File: config.mk
export PLATFORM = sky130hd
export DESIGN_NAME = pipe_stage_reg
export DESIGN_NICKNAME = d
export VERILOG_FILES = /design/src/rtl/pipe_pkg.sv /design/src/rtl/pipe_sat_counter.sv /design/src/rtl/pipe_stage_reg.sv
export SDC_FILE = /design/constraint.sdc
export NUM_CORES = 1
export LEC_CHECK = 0
export ABC_CLOCK_PERIOD_IN_PS = 9000
export CORE_MARGIN = 10
export CORE_UTILIZATION = 45
export DETAILED_ROUTE_END_ITERATION = 6
export GPL_ROUTABILITY_DRIVEN = 1
export GPL_TIMING_DRIVEN = 0
export PLACE_DENSITY = 0.75
export SLEW_MARGIN = 20
export SYNTH_ARGS = -nofsm -noshare
export SYNTH_HDL_FRONTEND = slang
export SYNTH_HIERARCHICAL = 1
export SYNTH_SLANG_ARGS = --single-unit
File: constraint.sdc
create_clock -name clk -period 9 [get_ports clk]
set_input_delay 1.8 -clock clk [delete_from_list [all_inputs] [get_ports clk]]
set_output_delay 1.8 -clock clk [all_outputs]
set_load 0.01 [all_outputs]
File: src/rtl/pipe_pkg.sv
// rtl/pipe_pkg.sv - shared types, defaults and operand slicing helper for pipe_stage_reg
package pipe_pkg;

  typedef enum logic [1:0] {
    EMPTY = 2'd0,
    ONE   = 2'd1,
    TWO   = 2'd2
  } skid_state_e;

  localparam int DEFAULT_NOP_OP = 0;

  // Bit offset of operand word k inside a packed operand bus.
  function automatic int op_lsb(input int k, input int data_w);
    return k * data_w;
  endfunction

endpackage

File: src/rtl/pipe_sat_counter.sv
// rtl/pipe_sat_counter.sv - saturating up-counter, cleared only by reset
module pipe_sat_counter #(
  parameter int W = 16
) (
  input  logic         clk,
  input  logic         rst,
  input  logic         inc,
  output logic [W-1:0] count
);

  logic [W-1:0] count_q;
  logic [W-1:0] count_d;

  always_comb begin
    count_d = count_q;
    if (inc && (count_q != {W{1'b1}})) begin
      count_d = count_q + W'(1);
    end
  end

  always_ff @(posedge clk or posedge rst) begin
    if (rst) begin
      count_q <= '0;
    end else begin
      count_q <= count_d;
    end
  end

  assign count = count_q;

endmodule

File: src/rtl/pipe_stage_reg.sv
// rtl/pipe_stage_reg.sv - inter-stage register with 2-entry skid, flush and NOP masking
// Optional stall/bubble statistics counters under PIPE_STAGE_STATS_EN.
module pipe_stage_reg
  import pipe_pkg::*;
#(
  parameter int              OP_W   = 5,
  parameter int              DATA_W = 32,
  parameter int              N_OPS  = 4,
  parameter logic [OP_W-1:0] NOP_OP = OP_W'(DEFAULT_NOP_OP),
  parameter int              CNT_W  = 16
) (
  input  logic                    clk,
  input  logic                    rst,
  input  logic                    flush,
  input  logic                    in_valid,
  output logic                    in_ready,
  input  logic [OP_W-1:0]         in_opcode,
  input  logic [N_OPS*DATA_W-1:0] in_ops,
  output logic                    out_valid,
  input  logic                    out_ready,
  output logic [OP_W-1:0]         out_opcode,
`ifdef PIPE_STAGE_STATS_EN
  output logic [CNT_W-1:0]        stall_cnt,
  output logic [CNT_W-1:0]        bubble_cnt,
`endif
  output logic [N_OPS*DATA_W-1:0] out_ops
);

  skid_state_e               state_q, state_d;
  logic [OP_W-1:0]           main_opcode_q, main_opcode_d;
  logic [N_OPS*DATA_W-1:0]   main_ops_q, main_ops_d;
  logic [OP_W-1:0]           skid_opcode_q, skid_opcode_d;
  logic [N_OPS*DATA_W-1:0]   skid_ops_q, skid_ops_d;

  logic accept;
  logic consume;

  assign in_ready  = (state_q != TWO);
  assign out_valid = (state_q != EMPTY);
  assign accept    = in_valid & in_ready;
  assign consume   = out_valid & out_ready;

  always_comb begin
    state_d       = state_q;
    main_opcode_d = main_opcode_q;
    main_ops_d    = main_ops_q;
    skid_opcode_d = skid_opcode_q;
    skid_ops_d    = skid_ops_q;
    case (state_q)
      EMPTY: begin
        if (accept) begin
          state_d       = ONE;
          main_opcode_d = in_opcode;
          main_ops_d    = in_ops;
        end
      end
      ONE: begin
        if (accept && consume) begin
          main_opcode_d = in_opcode;
          main_ops_d    = in_ops;
        end else if (accept) begin
          state_d       = TWO;
          skid_opcode_d = in_opcode;
          skid_ops_d    = in_ops;
        end else if (consume) begin
          state_d = EMPTY;
        end
      end
      TWO: begin
        if (consume) begin
          state_d       = ONE;
          main_opcode_d = skid_opcode_q;
          main_ops_d    = skid_ops_q;
        end
      end
      default: state_d = EMPTY;
    endcase
    // Flush only drops the valid state; data flops may keep stale contents.
    if (flush) begin
      state_d = EMPTY;
    end
  end

  always_ff @(posedge clk or posedge rst) begin
    if (rst) begin
      state_q       <= EMPTY;
      main_opcode_q <= NOP_OP;
      main_ops_q    <= '0;
      skid_opcode_q <= NOP_OP;
      skid_ops_q    <= '0;
    end else begin
      state_q       <= state_d;
      main_opcode_q <= main_opcode_d;
      main_ops_q    <= main_ops_d;
      skid_opcode_q <= skid_opcode_d;
      skid_ops_q    <= skid_ops_d;
    end
  end

  assign out_opcode = out_valid ? main_opcode_q : NOP_OP;
  assign out_ops    = main_ops_q;

`ifdef PIPE_STAGE_STATS_EN
  pipe_sat_counter #(.W(CNT_W)) u_stall_cnt (
    .clk   (clk),
    .rst   (rst),
    .inc   (out_valid & ~out_ready),
    .count (stall_cnt)
  );

  pipe_sat_counter #(.W(CNT_W)) u_bubble_cnt (
    .clk   (clk),
    .rst   (rst),
    .inc   (~out_valid),
    .count (bubble_cnt)
  );
`endif

endmodule

==> out/metrics.yaml <==
critical_path:
  path_cells: "nor2b_1 -> buf_4 -> inv_2 -> buf_6 -> clkdlybuf4s50_1"
  worstPathRequired_ps: 7200
  worst-path-buf-inv: 4
  startpoint_type: "register"
  largest_fanout_on_the_critical_path: 10
  critPathCaptureType: "primary output"
  crit_path_max_incr_delay_ps: 560
  cpMaxStageDelayCell: "clkdlybuf4s50_1"
  critical_path.top_delay_family: "buffers and inverters"
  critical_setup_path_class: "reg2out"
  worstPathArrival_ps: 2120
floorplan:
  dieWidth_um: 181
  die_area_um2: 32900
  io-pin-count: 273
  initial_standard_cell_utilization_of_the_core: 0.461
  placement_rows: 58
  die_y_um: 181
  design.core.area_um2: 25400
clock_network:
  cts.clk_slew.worst_paths_ps: 60
  insertion_delay_ps: 550
  cts_tree: "built"
  sink_count_of_the_clock_tree: 268
  hold_buffers: 0
  cts_buffers: 30
  post_cts.repair.setup_buffers: 0
  clk_root_buffer_cell: "clkbuf_16"
  cts_repair_resize_count: 0
  ctsLongestPathBuffers: 3
  cts_max_level: 1
grt:
  pin_count_of_the_biggest_net_entering_global_routing: 32
  globalRouteOverflowTotal: 0
  grt_usage: 0.169
  first_global_vias: 7854
  grt_antenna_before_repair: 5
  global_route_wire_length_before_repair_um: 45200
final_layout:
  layout.filler_cells: 1880
  design.final.nets: 1183
  final-instance-count-excl-fill: 1401
  most_common_cell_after_layout_fill_and_taps_aside: "mux2_2"
  relative_area_change_from_synthesis_to_final_layout_pct: 37.3
  final_layout_size_suffix_gt1_frac: 0.417
  top_library_cells_by_usage_in_the_layout_fill_and_taps_aside: "336 x mux2_2, 272 x clkdlybuf4s50_1, 268 x dfrtp_1"
  post-route-cell-area_um2: 16100
  final_core_utilization: 0.633
logic_synthesis:
  synthCells: 732
  ys_types: 18
  mappedNetlistArea_um2: 11700
  post-synth-top-area-cell: "dfrtp_1"
  synth_seq_cells: 268
  synthDominantCellAreaShare: 0.573
  synthesized_nets: 870
  ys.warnings.count: 6
  synth-seq-area-share: 0.573
  syn-mean-instance-area_um2: 16.0
  synth_top_cells_by_area: "dfrtp_1 57%, mux2_2 32%, mux2_1 6.1%"
timing:
  worst_slew_pin_slew_ps: 504
  tns_ps: 0
  slew_headroom: 0.664
  worst_hold_check_slack_ps: 488
  fmax_mhz: 255
  period_needed_ps: 3920
  final_setup_slack_of_the_worst_path_ps: 5080
  report.final.hold_viol_count: 0
  setup_viol: 0
  final.setup_skew_ps: 13.6
  post-route-period-util: 0.436
  final_max_slew_viol_count: 0
  grt_setup_unrepaired: "false"
power:
  power_per_cell_area_nw_per_um2: 223
  p_total_mw: 3.58
  vdd_ir_drop_max_mv: 0.177
  power.static_leakage_nw: 6.69
routing:
  routed_wirelength_um: 28400
  post-route-drc-count: 0
  via_count: 7072
  drt_iter0_drc: 311
  viasPerCell: 5.05
  drt-pass1-iter-count: 4
  post_drt_wl_per_cell_um: 20.3
  ant_nets: 0
placed_design:
  standard_cell_area_after_detailed_placement_um2: 15000
  port-buffer-count: 272
  finalWeightedCongestion: 0.748
  post-dp-hpwl_um: 20800
  placed_cells: 1343
  pre_cts_ws_ps: 4950
min_path:
  holdCritPathClass: "reg2reg"
run:
  maxCapViolCount: 0
status:
  outcome: "complete, no violations"
layout make-up:
type / count / area, um^2 / area share
well taps: 330 / 413 / 0.0257
diodes: 4 / 10.0 / 0.000623
repair buffers: 281 / 2900 / 0.181
clock buffers: 45 / 938 / 0.0584
clock inverters: 9 / 97.6 / 0.00607
plain buffers: 44 / 370 / 0.0230
flip-flops and latches: 268 / 6710 / 0.417
multi-input cells: 417 / 4620 / 0.287
inverters: 3 / 15.0 / 0.000934
sequential cells by signal, summed over array words and instances (netlist names):
register and flops:
main_opcode_q 5, out_ops 128, skid_opcode_q 5, skid_ops_q 128, state_q 2
worst reg2reg max path: stages, from the launching register on:
cell and delay, ps:
dfrtp_1 420, mux2i_1 170, o2bb2ai_2 390, buf_4 350
buf_4 260, mux2_1 350
Yosys cell counts:
| library cell | number |
|---|---|
| mux2_2 | 336 |
| dfrtp_1 | 268 |
| mux2_1 | 63 |
| buf_6 | 22 |
| buf_2 | 17 |
| nor2b_1 | 7 |
| buf_4 | 5 |
| a21oi_1 | 2 |
| inv_1 | 2 |
| nor2_1 | 2 |
| and3b_1 | 1 |
| inv_2 | 1 |
| mux2i_1 | 1 |
| nand2_1 | 1 |
| nor3_1 | 1 |
| o21ba_2 | 1 |
| o2bb2ai_2 | 1 |
| or3b_2 | 1 |
routing by layer:
| metal | up-vias | track usage | routed length [um] |
|---|---|---|---|
| met4 | 0 | 0.0436 | 592 |
| met2 | 193 | 0.273 | 13300 |
| li1 | 3253 | - | - |
| met1 | 3586 | 0.205 | 11900 |
| met3 | 40 | 0.0683 | 2590 |
| met5 | - | 0 | 0 |
power breakdown:
group,internal [mW],switching [mW],total [mW]
registers,1.47,0.128,1.60
logic,0.473,0.261,0.734
clock network,0.770,0.483,1.25
cell families after synthesis:
group,synth area share
AND/OR/NAND/NOR,0.00663
multiplexers,0.385
flip-flops,0.573
buffers and inverters,0.0326
AO/OA/AOI/OAI,0.00299
final timing paths:
path,startpoint,endpoint,slack [ps],depth (start not counted)
min in group asynchronous,rst,skid_ops_q[29],1650,2
max in group asynchronous,rst,out_ops[109],5930,7
min,out_ops[61],out_ops[61],490,1
max reg2reg,state_q[1],out_ops[60],6960,5
max,state_q[1],in_ready,5080,5
min reg2reg,out_ops[61],out_ops[61],490,1
Note: power is estimated with default switching activity, not from simulation.
==> edit 1, RTL diff (same settings) <==
Change the parameter `N_OPS` from 4 to 6.
--- a/src/rtl/pipe_stage_reg.sv
+++ b/src/rtl/pipe_stage_reg.sv
@@ -6,5 +6,5 @@
   parameter int              OP_W   = 5,
   parameter int              DATA_W = 32,
-  parameter int              N_OPS  = 4,
+  parameter int              N_OPS  = 6,
   parameter logic [OP_W-1:0] NOP_OP = OP_W'(DEFAULT_NOP_OP),
   parameter int              CNT_W  = 16
Interface: changed (resized in_ops and out_ops); port bits go from 273 to 401. No check against the original RTL was run, so the function may have changed too.
==> edit 1 against the original RTL <==
Clock skew shrank 0.70 ps; clock power grew 40%; final cell count grew 49%; synthesized cell count grew 47%; routed wire length grew 61%; total power grew 47%; worst setup slack lost 65 ps; combinational power grew 55%; area after synthesis grew 51%; sequential cell count grew 128; die area grew 45%; design area grew 50%.
==> edit 1: results (changes against the original RTL) <==
- Largest net degree at the start of global routing: 34 (was 32)
- First-pass GRT wire length: 70340 um (was 45240 um)
- Fin crit period: 3984 ps (was 3920 ps)
- Post-Route Skew: 12.95 ps (was 13.65 ps)
- Worst R2R End: skid_ops_q[85] (was out_ops[60])
- Sequential share of the synthesized area: 56.09% (was 57.30%)
- Final Hold Vio Count: 0 (unchanged)
- Layout Nets: 1735 (was 1183)
- # Post-CTS Setup Buffers: 0 (unchanged)
- Layout Cells excl Fill: 2083 (was 1401)
- Yosys cell types: 20 (was 18)
- Resize count post-CTS: 0 (unchanged)
- Area contributors post-synth: dfrtp_1 56%, mux2_2 29%, mux2_4 9.0%, buf_6 1.8%, mux2_1 1.5% (was dfrtp_1 57%, mux2_2 32%, mux2_1 6.1%, buf_6 2.1%, buf_2 0.73%)
- Crit-path max cell delay: 570 ps
- Inst Count DP: 2005 (was 1343)
- Critical path's slowest cell: clkdlybuf4s50_1 (unchanged)
- P_leak: 10.11 nW (was 6.685 nW)
- Num CTS Buffers: 44 (was 30)
- Pre-CTS setup slack: 4932 ps (was 4952 ps)
- Worst-margin pin slew: 528.0 ps (was 503.5 ps)
- Critical Path End: in_ready (unchanged)
- Initial antenna violation count: 12 (was 5)
- Placer Congestion: 0.7586 (was 0.7479)
- VDD IR max: 0.1893 mV (was 0.1765 mV)
- DRT iter0 DRCs: 510 (was 311)
- DP Wirelength: 34510 um (was 20800 um)
- R2R cell count: 6 (was 5)
- Worst EP arrival: 2180 ps (was 2120 ps)
- Net switching power: 1.306 mW (was 0.8724 mW)
- Critical R2R Launch: state_q[1] (unchanged)
- Net Count, Synth: 1275 (was 870)
- Clock Latency Late Sink: 550 ps (about the same)
- Startpoint types: flip-flop (unchanged)
- Tot GR Track Use: 18.95% (was 16.87%)
- Worst-path clk slew: 60 ps (about the same)
- Fraction of layout cells with a size suffix above 1: 45.77% (was 41.71%)
- Status: completed (unchanged)
- Root Buffer: clkbuf_16 (unchanged)
- Mean post-synth cell area: 16.47 um^2 (was 15.99 um^2)
- Vias per cell: 5.095 (was 5.048)
- Hold Crit Depth: 1 (unchanged)
- Drt wl/cell: 21.91 um (was 20.27 um)
- H-tree lvl count: 2 (was 1)
- Area after DPL: 22620 um^2 (was 15020 um^2)
- Synth async-reset ratio: 100.0% (unchanged)
- Crit-path max FO: 10 (unchanged)
- Number of global-route vias before repair: 11.86k (was 7854)
- Top post-synthesis cells by count: 461 x mux2_2, 396 x dfrtp_1, 106 x mux2_4, 29 x buf_6, 24 x mux2_1 (was 336 x mux2_2, 268 x dfrtp_1, 63 x mux2_1, 22 x buf_6, 17 x buf_2)
- IO buf count: 400 (was 272)
- R2R setup slack: 6890 ps (was 6960 ps)
- Hold Crit Class: flip-flop to flip-flop (unchanged)
-- edit 1: changes by cell type after synthesis, sizes merged --
| cell | before | now |
|---|---|---|
| buf | 44 | 65 |
| dfrtp | 268 | 396 |
| mux2 | 399 | 591 |
-- edit 1: metrics by stage --
stage	hold WS [ps]	total power [mW]
2_1_floorplan	472.6	2.964
3_3_place_gp	468.2	3.482
3_5_place_dp	483.4	3.548
4_1_cts	498.4	5.315
5_1_grt	510.7	5.501
6_report	496.2	5.253
-- edit 1: critical path: cells and delay by family, from the launching register on --
kind                   cells  cell delay [ps]
buffers and inverters      4             1020
flip-flops                 1              430
AND/OR/NAND/NOR            1              180
-- edit 1: cells by family (layout without fill, tap and decap cells) --
| family | after synthesis | after routing | share of synthesized area [%] |
|---|---|---|---|
| buf+inv | 68 | 557 | 3.201 |
| compound gates | 4 | 4 | 0.2691 |
| mux | 592 | 592 | 39.98 |
| other cells | 0 | 3 | 0 |
| simple gates | 13 | 13 | 0.4674 |
| flops | 396 | 396 | 56.09 |
-- edit 1: worst min-delay path by stage --
stage,startpoint,endpoint,slack (ps)
final,out_ops[119],out_ops[119],500
after global routing,skid_ops_q[155],skid_ops_q[155],510
after CTS,out_ops[119],out_ops[119],500
after detailed placement,out_ops[119],out_ops[119],480
after global placement,out_ops[121],out_ops[121],470
after floorplan,main_opcode_q[0],main_opcode_q[0],470
-- edit 1: cell type report --
type / count / area (um^2)
buffer: 65 / 554.3
tap: 518 / 648.1
clock buffer: 71 / 1354
sequential: 396 / 9910
clock inverter: 4 / 45.04
inverter: 3 / 15.01
multi-input combinational: 609 / 7193
fill: 2927 / 14710
antenna: 3 / 7.507
timing repair buffer: 414 / 4299
-- edit 1: metal layers --
metal / GRT usage (%) / share of wire [%] / vias to the layer above
li1: - / - / 4786
met1: 22.67 / 41 / 5443
met2: 31.33 / 48 / 300
met3: 7.707 / 9.4 / 63
met4: 4.559 / 1.4 / 20
met5: 0 / 0.27 / -
-- edit 1: power groups by stage --
stage	Combinational [mW]	Sequential (mW)	Clock [mW]
CTS	1.16	2.37	1.79
global placement	1.11	2.38	0
finish	1.14	2.37	1.75
detailed placement	1.15	2.40	0
global route	1.22	2.42	1.86
floorplan	0.548	2.42	0
==> edit 2, RTL diff (same settings) <==
Without the edit above. Make the reset (`rst`) synchronous in one clocked block.
--- a/src/rtl/pipe_stage_reg.sv
+++ b/src/rtl/pipe_stage_reg.sv
@@ -82,5 +82,5 @@
   end
 
-  always_ff @(posedge clk or posedge rst) begin
+  always_ff @(posedge clk) begin
     if (rst) begin
       state_q       <= EMPTY;
Behaviour: not the same (a bounded check fails within 4 cycles, from zero or initial values and one cycle with rst high; the reset may be asserted at any time).
==> edit 2 against the original RTL <==
Clock skew up 5.3 ps; sequential cell count unchanged; routed wire length up 28%; count of clock-buffer cells in the layout down 3; critical path depth unchanged; via count up 45%; die area down 1.6%; area after synthesis down 1.8%; synthesized cell count up 67%; worst setup slack worse by 340 ps; design area down 3.1%; total power down 20%; critical endpoint unchanged.
==> edit 2: results (changes against the original RTL) <==
- Status: completed (unchanged)
- Hold Crit Depth: 2 (was 1)
- Max Root-Sink Buffers: 3 (unchanged)
- # Post-CTS Setup Buffers: 0 (unchanged)
- Worst-margin pin slew: 1023 ps (was 503.5 ps)
- Mean post-synth cell area: 9.398 um^2 (was 15.99 um^2)
- Num CTS Buffers: 28 (was 30)
- Placer Congestion: 0.8294 (was 0.7479)
- Fraction of layout cells with a size suffix above 1: 10.61% (was 41.71%)
- Vias per cell: 5.470 (was 5.048)
- Routed wire length: 36430 um (was 28390 um)
- Delay-heaviest family, CP: buffers and inverters (unchanged)
- Hold Crit Class: flip-flop to flip-flop (unchanged)
- R2R cell count: 6 (was 5)
- Inst Count DP: 1824 (was 1343)
- Clock Latency Late Sink: 540 ps
- Iteration count of the initial detailed-routing pass: 5 (was 4)
- Tot GR Track Use: 21.28% (was 16.87%)
- Area after DPL: 14620 um^2 (was 15020 um^2)
- Crit-path max FO: 10 (unchanged)
- Number of global-route vias before repair: 10.54k (was 7854)
- Initial antenna violation count: 2 (was 5)
- Top post-synthesis cells by count: 268 x dfxtp_1, 267 x nand2_1, 197 x a211oi_1, 133 x a21oi_1, 133 x mux2i_1 (was 336 x mux2_2, 268 x dfrtp_1, 63 x mux2_1, 22 x buf_6, 17 x buf_2)
- P_leak: 6.099 nW (was 6.685 nW)
- Largest net degree at the start of global routing: 14 (was 32)
- DP Wirelength: 25880 um (was 20800 um)
- Critical path's slowest cell: clkdlybuf4s50_1 (unchanged)
- Resize count post-CTS: 0 (unchanged)
- Synth async-reset ratio: 0% (was 100.0%)
- DRT iter0 DRCs: 632 (was 311)
- Area contributors post-synth: dfxtp_1 47%, a211oi_1 13%, mux2i_1 12%, nand2_1 8.7%, a211oi_2 7.6% (was dfrtp_1 57%, mux2_2 32%, mux2_1 6.1%, buf_6 2.1%, buf_2 0.73%)
- IO buf count: 271 (was 272)
- H-tree lvl count: 1 (unchanged)
- Root Buffer: clkbuf_16 (unchanged)
- Warnings, synthesis: 6 (unchanged)
- Net switching power: 0.7078 mW (was 0.8724 mW)
- Post-Route Skew: 18.96 ps (was 13.65 ps)
- Yosys cell types: 24 (was 18)
- Sequential share of the synthesized area: 46.68% (was 57.30%)
- First-pass GRT wire length: 57920 um (was 45240 um)
- Net Count, Synth: 1361 (was 870)
- VDD IR max: 0.1107 mV (was 0.1765 mV)
- Layout Nets: 1662 (was 1183)
- Layout Cells excl Fill: 1877 (was 1401)
- Crit-path max cell delay: 620 ps (was 560 ps)
## edit 2: cell count changes after synthesis, moves of 12 or more
cell / unedited run / this run
dfrtp_1: 268 / 0
mux2_2: 336 / 0
a21oi_1: 2 / 133
dfxtp_1: 0 / 268
a211oi_1: 0 / 197
mux2_1: 63 / 0
nand2_1: 1 / 267
buf_6: 22 / 10
buf_2: 17 / 35
clkbuf_1: 0 / 85
mux2i_1: 1 / 133
a211oi_2: 0 / 70
## edit 2: through the flow
stage | utilization (%) | setup slack [ps]
4_1_cts | 61.80 | 4709
6_report | 61.81 | 4744
3_5_place_dp | 58.05 | 5015
2_1_floorplan | - | 6095
5_1_grt | 61.81 | 4629
3_3_place_gp | 58.05 | 5044
## edit 2: area by class of cell
cell class | count | area (um^2)
diodes | 1 | 2.502
plain buffers | 135 | 636.9
clock buffers | 42 | 834.6
clock inverters | 10 | 107.6
fillers | 2091 | 9618
inverters | 1 | 3.754
multi-input cells | 819 | 5488
flip-flops and latches | 268 | 5365
well taps | 330 | 412.9
repair buffers | 271 | 2713
## edit 2: path summary, 6_finish.rpt
kind | start | endpoint | slack [ps]
setup / recovery | state_q[0] | in_ready | 4740
hold / removal | skid_ops_q[107] | skid_ops_q[107] | 450
setup reg to reg | state_q[1] | out_ops[64] | 6990
hold reg to reg | skid_ops_q[107] | skid_ops_q[107] | 450
## edit 2: power by group through the flow
stage	combinational (mW)	sequential, mW	clock (mW)
final	0.412	1.28	1.17
after global routing	0.444	1.29	1.24
after CTS	0.415	1.28	1.19
after detailed placement	0.412	1.31	0
after global placement	0.406	1.31	0
after floorplan	0.174	1.32	0
## edit 2: cells by family (layout without fill, tap and decap cells)
family,count (synthesis),in the layout,share of synthesized area [%]
simple gates,282,282,9.623
buf+inv,136,459,5.574
other cells,0,1,0
mux,133,133,11.58
compound gates,404,404,26.54
flops,268,268,46.68
## edit 2: metal layers
metal	GRT usage (%)	part of all wire (%)	vias to the layer above
met5	0	0	-
met4	4.730	1.8	0
met3	5.080	7.0	48
met2	35.91	48	300
met1	26.91	43	4892
li1	-	-	5028
## edit 2: worst min-delay path: stages (launching register included)
cell     delay, ps
dfxtp_1        310
nand2_1         50
a21oi_1         50
